==> src/rtl/seq_sub_cmp_pkg.sv <==
// Shared types and elaboration helpers for the multi-cycle subtractor/comparator.
package seq_sub_cmp_pkg;

   typedef enum logic [1:0] {
      IDLE = 2'd0,
      RUN  = 2'd1,
      DONE = 2'd2
   } state_t;

   function automatic int beats(input int width, input int chunk);
      return width / chunk;
   endfunction

endpackage : seq_sub_cmp_pkg

==> src/rtl/seq_sub_cmp_sub_chunk.sv <==
// Combinational CHUNK-bit ripple subtractor built from full-subtractor cells.
module sub_chunk #(
   parameter int CHUNK = 4
) (
   input  logic [CHUNK-1:0] a_k,
   input  logic [CHUNK-1:0] b_k,
   input  logic             bin,
   output logic [CHUNK-1:0] d_k,
   output logic             bout
);

   logic [CHUNK:0] bchain;

   assign bchain[0] = bin;

   for (genvar i = 0; i < CHUNK; i++) begin : g_fs
      // Borrow out when b plus the incoming borrow exceeds a for this bit.
      assign d_k[i]       = a_k[i] ^ b_k[i] ^ bchain[i];
      assign bchain[i+1]  = (~a_k[i] & b_k[i]) | (~(a_k[i] ^ b_k[i]) & bchain[i]);
   end

   assign bout = bchain[CHUNK];

endmodule : sub_chunk

==> src/rtl/seq_sub_cmp.sv <==
// Multi-cycle A - B subtractor/comparator, CHUNK bits per beat, valid/ready on both sides.
module seq_sub_cmp
   import seq_sub_cmp_pkg::*;
#(
   parameter int WIDTH  = 16,
   parameter int CHUNK  = 4,
   parameter bit SIGNED = 1'b0
) (
   input  logic             clk,
   input  logic             rst,
   input  logic             InValid,
   output logic             InReady,
   input  logic [WIDTH-1:0] A,
   input  logic [WIDTH-1:0] B,
   output logic             OutValid,
   input  logic             OutReady,
   output logic [WIDTH-1:0] Difference,
   output logic             Borrow,
   output logic             Overflow,
   output logic             Lt,
   output logic             Eq,
   output logic             Gt
);

   localparam int NBEATS = beats(WIDTH, CHUNK);
   localparam int CW     = (NBEATS > 1) ? $clog2(NBEATS) : 1;
   localparam logic [CW-1:0] LAST_BEAT = CW'(NBEATS - 1);

   if ((WIDTH % CHUNK) != 0) begin : g_bad_chunk
      $error("seq_sub_cmp: WIDTH must be a multiple of CHUNK");
   end

   state_t            state_q, state_d;
   logic              out_valid_q, out_valid_d;
   logic [WIDTH-1:0]  a_q, a_d;
   logic [WIDTH-1:0]  b_q, b_d;
   logic [WIDTH-1:0]  diff_q, diff_d;
   logic              bin_q, bin_d;
   logic [CW-1:0]     cnt_q, cnt_d;
   logic              borrow_q, borrow_d;
   logic              ovf_q, ovf_d;
   logic              lt_q, lt_d;
   logic              eq_q, eq_d;
   logic              gt_q, gt_d;

   logic [CHUNK-1:0]  a_k, b_k, d_k;
   logic              bout;
   logic [WIDTH-1:0]  diff_full;
   logic              ovf_full;
   logic              lt_full;

   assign a_k = a_q[int'(cnt_q)*CHUNK +: CHUNK];
   assign b_k = b_q[int'(cnt_q)*CHUNK +: CHUNK];

   sub_chunk #(
      .CHUNK (CHUNK)
   ) u_sub_chunk (
      .a_k  (a_k),
      .b_k  (b_k),
      .bin  (bin_q),
      .d_k  (d_k),
      .bout (bout)
   );

   // Difference with the current beat's chunk merged in; complete on the last beat.
   always_comb begin
      diff_full = diff_q;
      diff_full[int'(cnt_q)*CHUNK +: CHUNK] = d_k;
   end

   assign ovf_full = (a_q[WIDTH-1] != b_q[WIDTH-1]) && (diff_full[WIDTH-1] != a_q[WIDTH-1]);
   assign lt_full  = SIGNED ? (diff_full[WIDTH-1] ^ ovf_full) : bout;

   always_comb begin
      state_d     = state_q;
      a_d         = a_q;
      b_d         = b_q;
      diff_d      = diff_q;
      bin_d       = bin_q;
      cnt_d       = cnt_q;
      borrow_d    = borrow_q;
      ovf_d       = ovf_q;
      lt_d        = lt_q;
      eq_d        = eq_q;
      gt_d        = gt_q;

      unique case (state_q)
         IDLE: begin
            if (InValid) begin
               a_d     = A;
               b_d     = B;
               bin_d   = 1'b0;
               cnt_d   = '0;
               state_d = RUN;
            end
         end
         RUN: begin
            diff_d = diff_full;
            bin_d  = bout;
            cnt_d  = cnt_q + 1'b1;
            if (cnt_q == LAST_BEAT) begin
               state_d  = DONE;
               cnt_d    = '0;
               borrow_d = bout;
               ovf_d    = ovf_full;
               eq_d     = (diff_full == '0);
               lt_d     = lt_full;
               gt_d     = !lt_full && (diff_full != '0);
            end
         end
         DONE: begin
            if (OutReady) begin
               state_d = IDLE;
            end
         end
         default: state_d = IDLE;
      endcase

      out_valid_d = (state_d == DONE);
   end

   always_ff @(posedge clk) begin
      if (rst) begin
         state_q     <= IDLE;
         out_valid_q <= 1'b0;
         a_q         <= '0;
         b_q         <= '0;
         diff_q      <= '0;
         bin_q       <= 1'b0;
         cnt_q       <= '0;
         borrow_q    <= 1'b0;
         ovf_q       <= 1'b0;
         lt_q        <= 1'b0;
         eq_q        <= 1'b0;
         gt_q        <= 1'b0;
      end else begin
         state_q     <= state_d;
         out_valid_q <= out_valid_d;
         a_q         <= a_d;
         b_q         <= b_d;
         diff_q      <= diff_d;
         bin_q       <= bin_d;
         cnt_q       <= cnt_d;
         borrow_q    <= borrow_d;
         ovf_q       <= ovf_d;
         lt_q        <= lt_d;
         eq_q        <= eq_d;
         gt_q        <= gt_d;
      end
   end

   assign InReady    = (state_q == IDLE);
   assign OutValid   = out_valid_q;
   assign Difference = diff_q;
   assign Borrow     = borrow_q;
   assign Overflow   = ovf_q;
   assign Lt         = lt_q;
   assign Eq         = eq_q;
   assign Gt         = gt_q;

endmodule : seq_sub_cmp

==> config.mk <==
export PLATFORM = sky130hd
export DESIGN_NAME = seq_sub_cmp
export DESIGN_NICKNAME = d
export VERILOG_FILES = /design/src/rtl/seq_sub_cmp_pkg.sv /design/src/rtl/seq_sub_cmp_sub_chunk.sv /design/src/rtl/seq_sub_cmp.sv
export SDC_FILE = /design/constraint.sdc
export NUM_CORES = 1
export LEC_CHECK = 0
export ABC_AREA = 1
export BUFFER_PORTS_ARGS = -buffer_cell sky130_fd_sc_hd__buf_2
export CAP_MARGIN = 20
export CORE_MARGIN = 2
export CORE_UTILIZATION = 54
export DETAILED_ROUTE_END_ITERATION = 8
export PLACE_DENSITY = 0.75
export SLEW_MARGIN = 40
export SYNTH_ARGS = -nofsm -noshare
export SYNTH_HDL_FRONTEND = slang
export SYNTH_SLANG_ARGS = --single-unit
==> constraint.sdc <==
create_clock -name clk -period 3.7 [get_ports clk]
set_input_delay 0.555 -clock clk [delete_from_list [all_inputs] [get_ports clk]]
set_output_delay 0.555 -clock clk [all_outputs]
set_load 0.01 [all_outputs]
### Word level (Yosys, flattened, before mapping)

Index checks and enable logic that the tools add are counted.

* input bits: 36
* flip-flop bits (word level): 58
* output and inout bits: 23
* logic and storage cells: 72

* muxes and demuxes: 10
* bitwise logic cells: 28
* shifts and indexed selects: 4
* reduce and logical (&&, ||, !) cells: 10
* equality and inequality tests: 7
* add/subtract/negate cells: 2

Operators by type and width (count)
* 4-bit negator with 33-bit output: 1
* 4-bit by 33-bit variable shift with 16-bit output (first input constant): 1
* 4-bit by 33-bit indexed part select with 16-bit output: 1
* 16-bit by 5-bit indexed part select with 4-bit output: 2
* 16-bit bitwise mux: 1
* 16-bit zero test: 1
* 16-bit nonzero test: 1
* 2-bit two-way mux: 5
* 1-bit AND: 8
* 1-bit NOT: 8
* 1-bit XOR: 8
* 2-bit == test (second input constant): 3
* 2-bit case mux with 3 select lines: 1
* 2-bit AND reduction: 3
* 1-bit OR: 4
* 2-bit case mux with 2 select lines: 1
* 2-bit by 1-bit adder with 2-bit output (second input constant): 1
* 2-bit by 1-bit == test with 1-bit output (second input constant): 1
* 1-bit logical AND: 2
* 2-bit zero test: 1
* 1-bit != test: 2
* 2-bit != test (second input constant): 1
* 1-bit case mux with 2 select lines: 1
* 2-bit nonzero test: 1
* other kinds (2): 2

### Logic depth before layout (Yosys ltp)

* word-level depth: 14
* gate-level depth with buffers: 20
* depth with buffers taken out: 18

### By module

From an unflattened synthesis, not the netlist that was laid out.

* cells, all modules: 425
* area total of the unflattened synthesis: 2884.0 um^2

By module, submodules not included
* seq_sub_cmp: cells an instance 411, area each 2766.4 um^2, instances 1
* sub_chunk: cells an instance 14, area each 117.6 um^2, instances 1

### Worst setup path after synthesis

Ideal clock, no wire load.

* path kind: flip-flop to flip-flop
* start: register cnt_q[0]
* end: register gt_q (netlist: Gt)
* required time: 3629 ps
* setup slack: 455 ps
* data arrival time: 3174 ps
* period minus slack after synthesis: 3245 ps
* stages on the path, launching flop included: 21
* cells stage by stage: dfxtp_1 -> buf_6 -> inv_2 -> clkbuf_1 -> o21ai_0 -> o22ai_1 -> fa_1 -> inv_1 -> fa_1 -> fa_1 -> inv_1 -> fa_1 -> nor2_1 -> nand3_1 -> nand2_1 -> nor2_1 -> nand2_1 -> nor2_1 -> nand2_1 -> nand2_1 -> a21oi_1

* cells in the longest elaborated chain, start to end: 14
* elaborated cells between the ends (all ways): 39
* those cells by class: add/sub: 1; eq/ne: 1; shift: 4; mux: 1; bitwise: 28; reduce/logical: 4

Ends and longest elaborated chain
* start: declaration: line seq_sub_cmp.sv:39 `logic [CW-1:0] cnt_q, cnt_d;`
* start signal: assignment: line seq_sub_cmp.sv:143 `cnt_q <= cnt_d;`
* 16-bit by 5-bit indexed part select with 4-bit output (on tied branches): line seq_sub_cmp.sv:52, seq_sub_cmp.sv:53
* 1-bit XOR: line seq_sub_cmp_sub_chunk.sv:18, seq_sub_cmp_sub_chunk.sv:19
* 1-bit NOT: line seq_sub_cmp_sub_chunk.sv:19 `assign bchain[i+1] = (~a_k[i] & b_k[i]) | (~(a_k[i] ^ b_k[i]) & bchain[i]);`
* 1-bit AND: line seq_sub_cmp_sub_chunk.sv:19
* 1-bit OR: line seq_sub_cmp_sub_chunk.sv:19
* 1-bit AND: line seq_sub_cmp_sub_chunk.sv:19
* 1-bit OR: line seq_sub_cmp_sub_chunk.sv:19
* 1-bit AND: line seq_sub_cmp_sub_chunk.sv:19
* 1-bit OR: line seq_sub_cmp_sub_chunk.sv:19
* 1-bit XOR: line seq_sub_cmp_sub_chunk.sv:18 `assign d_k[i] = a_k[i] ^ b_k[i] ^ bchain[i];`
* 4-bit by 33-bit indexed part select with 16-bit output: line seq_sub_cmp.sv:68 `diff_full[int'(cnt_q)*CHUNK +: CHUNK] = d_k;`
* 16-bit bitwise mux: line seq_sub_cmp.sv:68
* 16-bit nonzero test: line seq_sub_cmp.sv:108 `gt_d = !lt_full && (diff_full != '0);`
* 1-bit logical AND: line seq_sub_cmp.sv:108
* end signal: assignment: line seq_sub_cmp.sv:148 `gt_q <= gt_d;`
* end: declaration: line seq_sub_cmp.sv:44 `logic gt_q, gt_d;`

Several ways; a longest one is shown, not always the timed one.
A chain may end at the register's enable or synchronous reset.

### Worst setup path in the final report

Ends and elaborated chain as after synthesis.

==> flow_metrics.env <==
export IMPL_row_count=26
export IMPL_clockBufferDepth=2
export IMPL_antennaDiodeCount=0
export IMPL_final_common_cell="nor2_1"
export IMPL_fin_ws_ns=0.3485
export IMPL_tns_ns=0
export IMPL_hp_class="in2reg"
export IMPL_placed_cells=527
export IMPL_internal_power_mw=1.176
export IMPL_maxSlewViolCount=0
export IMPL_fmax_mhz=298.4
export IMPL_dieArea_sq_um=5832
export IMPL_arrival_ns=3.61
export IMPL_critPathLaunchType="register"
export IMPL_maxCapViolations=0
export IMPL_netlist_area_sq_um=2828
export IMPL_clock_skew_ns=0.009111
export IMPL_hold_viol_final=0
export IMPL_drtIter0Drc=188
export IMPL_path_max_fanout=17
export IMPL_clk_pin_slew_ns=0.07
export IMPL_ir_drop_uv=295.0
export IMPL_critPathRequiredTime_ns=3.96
export IMPL_initial_core_util_pct=55.72
export IMPL_cp_end_kind="register"
export IMPL_cts_num_sinks=58
export IMPL_multi_input_area_sq_um=1404
export IMPL_grt_max_degree=37
export IMPL_synthToLayoutAreaGrowth_pct=18.27
export IMPL_ios=59
export IMPL_synthCells=414
export IMPL_register_area_sq_um=1164
export IMPL_num_vias=2741
export IMPL_powerDensity_nw_per_um2=500.4
export IMPL_final_nets=514
export IMPL_fp_dieW_microns=76.37
export IMPL_critPathKind="reg2reg"
export IMPL_final_cell_mix="nor2_1, o21ai_0, buf_2, dfxtp_1, nand2_1"
export IMPL_overflow=0
export IMPL_power_mw=1.674
export IMPL_antenna_found_initial=0
export IMPL_postCtsSetupBuffers=0
export IMPL_placed_area_sq_um=3138
export IMPL_p_sw_share_pct=29.73
export IMPL_synth_cell_type_count=22
export IMPL_yosys_warnings=0
export IMPL_postRouteAntennaNets=0
export IMPL_routedWlPerCell_microns=11.99
export IMPL_grtUsageTotal_pct=24.18
export IMPL_holdBufCountCts=0
export IMPL_syn_avg_cell_area_sq_um=6.830
export IMPL_worst_hold_slack_ns=0.4745
export IMPL_root_buffer="clkbuf_8"
export IMPL_drt_pass1_iter_count=5
export IMPL_cts_resized=0
export IMPL_period_needed_ns=3.351
export IMPL_combPwrFrac_pct=21.5
export IMPL_yosys_register_bits=58
export IMPL_clkPwrFrac_pct=35.9
export IMPL_seq_area_frac_synth_pct=41.06
export IMPL_grt_pass1_wl_microns=11640
export IMPL_fillers=474
export IMPL_setup_viol=0
export IMPL_port_buffers=58
export IMPL_core_area_sq_um=5075
export IMPL_ys_top_cells_by_area="dfxtp_1, nor2_1, o21ai_0"
export IMPL_period_share_pct=90.58
export IMPL_fin_util_pct=65.90
export IMPL_wl_microns=6498
export IMPL_yosysTopAreaCellShare_pct=41.06
export IMPL_cts_made_buffers=9
export IMPL_synth_area_leader_cell="dfxtp_1"
export IMPL_place_gp_congestion=0.9129
export IMPL_fin_cells=542
export IMPL_maxSlewHeadroom_pct=65.14
export IMPL_worst_skew_pair_late_latency_ns=0.33
export IMPL_worstMarginPinSlew_ns=0.5223
export IMPL_drive_above_1_share_pct=18.22
export IMPL_p_seq_share_pct=42.6
export IMPL_stdcell_area_sq_um=3344
export IMPL_drc_errors=0
export IMPL_detailedPlace_worstSlack_ns=0.1739
export IMPL_outcome="completed"
export IMPL_dp_hpwl_microns=4697
export IMPL_vias_per_cell=5.057
export IMPL_p_sw_mw=0.4975
export IMPL_p_leak_nw=1.669
export IMPL_grt_pass1_vias=2592
export IMPL_cts_tree="yes"
export IMPL_die_h_microns=76.37
export IMPL_h_tree_depth=3
export IMPL_synth_nets=460
export IMPL_rsz0062_at_grt="no"
[kinds of logic after synthesis]
kind of cell	after synthesis	synth area share, %
fa+ha+maj	10	5.487
compound gates	89	16.81
buf+inv	61	9.292
flops	58	41.06
simple gates	196	27.35
[power by group through the flow]
stage          sequential, mW  clock [mW]  combinational [mW]
6_report                0.713       0.600               0.360
5_1_grt                 0.719       0.638               0.419
4_1_cts                 0.713       0.609               0.360
3_5_place_dp            0.725           0               0.358
3_3_place_gp            0.725           0               0.347
2_1_floorplan           0.721           0               0.258
[path summary, 6_finish.rpt]
path | to | cells after the start | slack (ns) | start
worst min register to register | Gt | 2 | 0.48 | Gt
worst max-delay path | Gt | 18 | 0.35 | cnt_q[0]
worst max register to register | Gt | 18 | 0.35 | cnt_q[0]
worst min-delay path | b_q[1] | 3 | 0.47 | B[1]
[sequential cells by signal, summed over array words and instances (netlist names)]
register and flops:
b_q 16, bin_q 1, Gt 1, OutValid 1
Eq 1, cnt_q 2, state_q 2, Lt 1
a_q 16, Overflow 1, Difference 16
[worst max-delay path, stage by stage, from the launching register on]
cell and delay [ns]:
dfxtp_2 0.48, inv_2 0.17, nand2_1 0.09, a32o_1 0.18, fa_1 0.18, inv_1 0.05
fa_1 0.40, fa_1 0.38, inv_1 0.07, fa_1 0.42, nor2_1 0.20, nand3_1 0.10
nand2_1 0.13, nor2_1 0.06, nand2_1 0.07, nor2_1 0.04, nand2_1 0.08, nand2_1 0.06
a21oi_1 0.11
[layer usage]
layer	GRT usage (%)	routed length (microns)	up-vias
met4	8.000	93	0
met5	0	0	-
met1	32.95	3060	1211
met2	38.94	2983	98
li1	-	-	1420
met3	4.384	360	12
[layout make-up]
type,instances,share of cell area [%]
multi-input combinational,295,41.98
tap,70,2.619
timing repair buffer,64,10.03
clock buffer,13,5.051
clock inverter,2,1.048
sequential,58,34.79
inverter,40,4.489
[synthesized netlist by cell type]
library cell  instances
nor2_1              122
o22ai_1               4
o211ai_1              2
o21ai_0              64
nor2_4                1
a211oi_1              1
fa_1                  4
dfxtp_1              58
buf_2                 3
ha_1                  6
nand3b_1              1
a32o_1                3
inv_1                38
clkbuf_1             12
buf_4                 4
inv_2                 2
buf_6                 2
o21bai_1              1
nand3_1              17
nand2_1              53
a21oi_1              14
nor2_2                2
No activity file was read; power rests on OpenSTA's default activity.
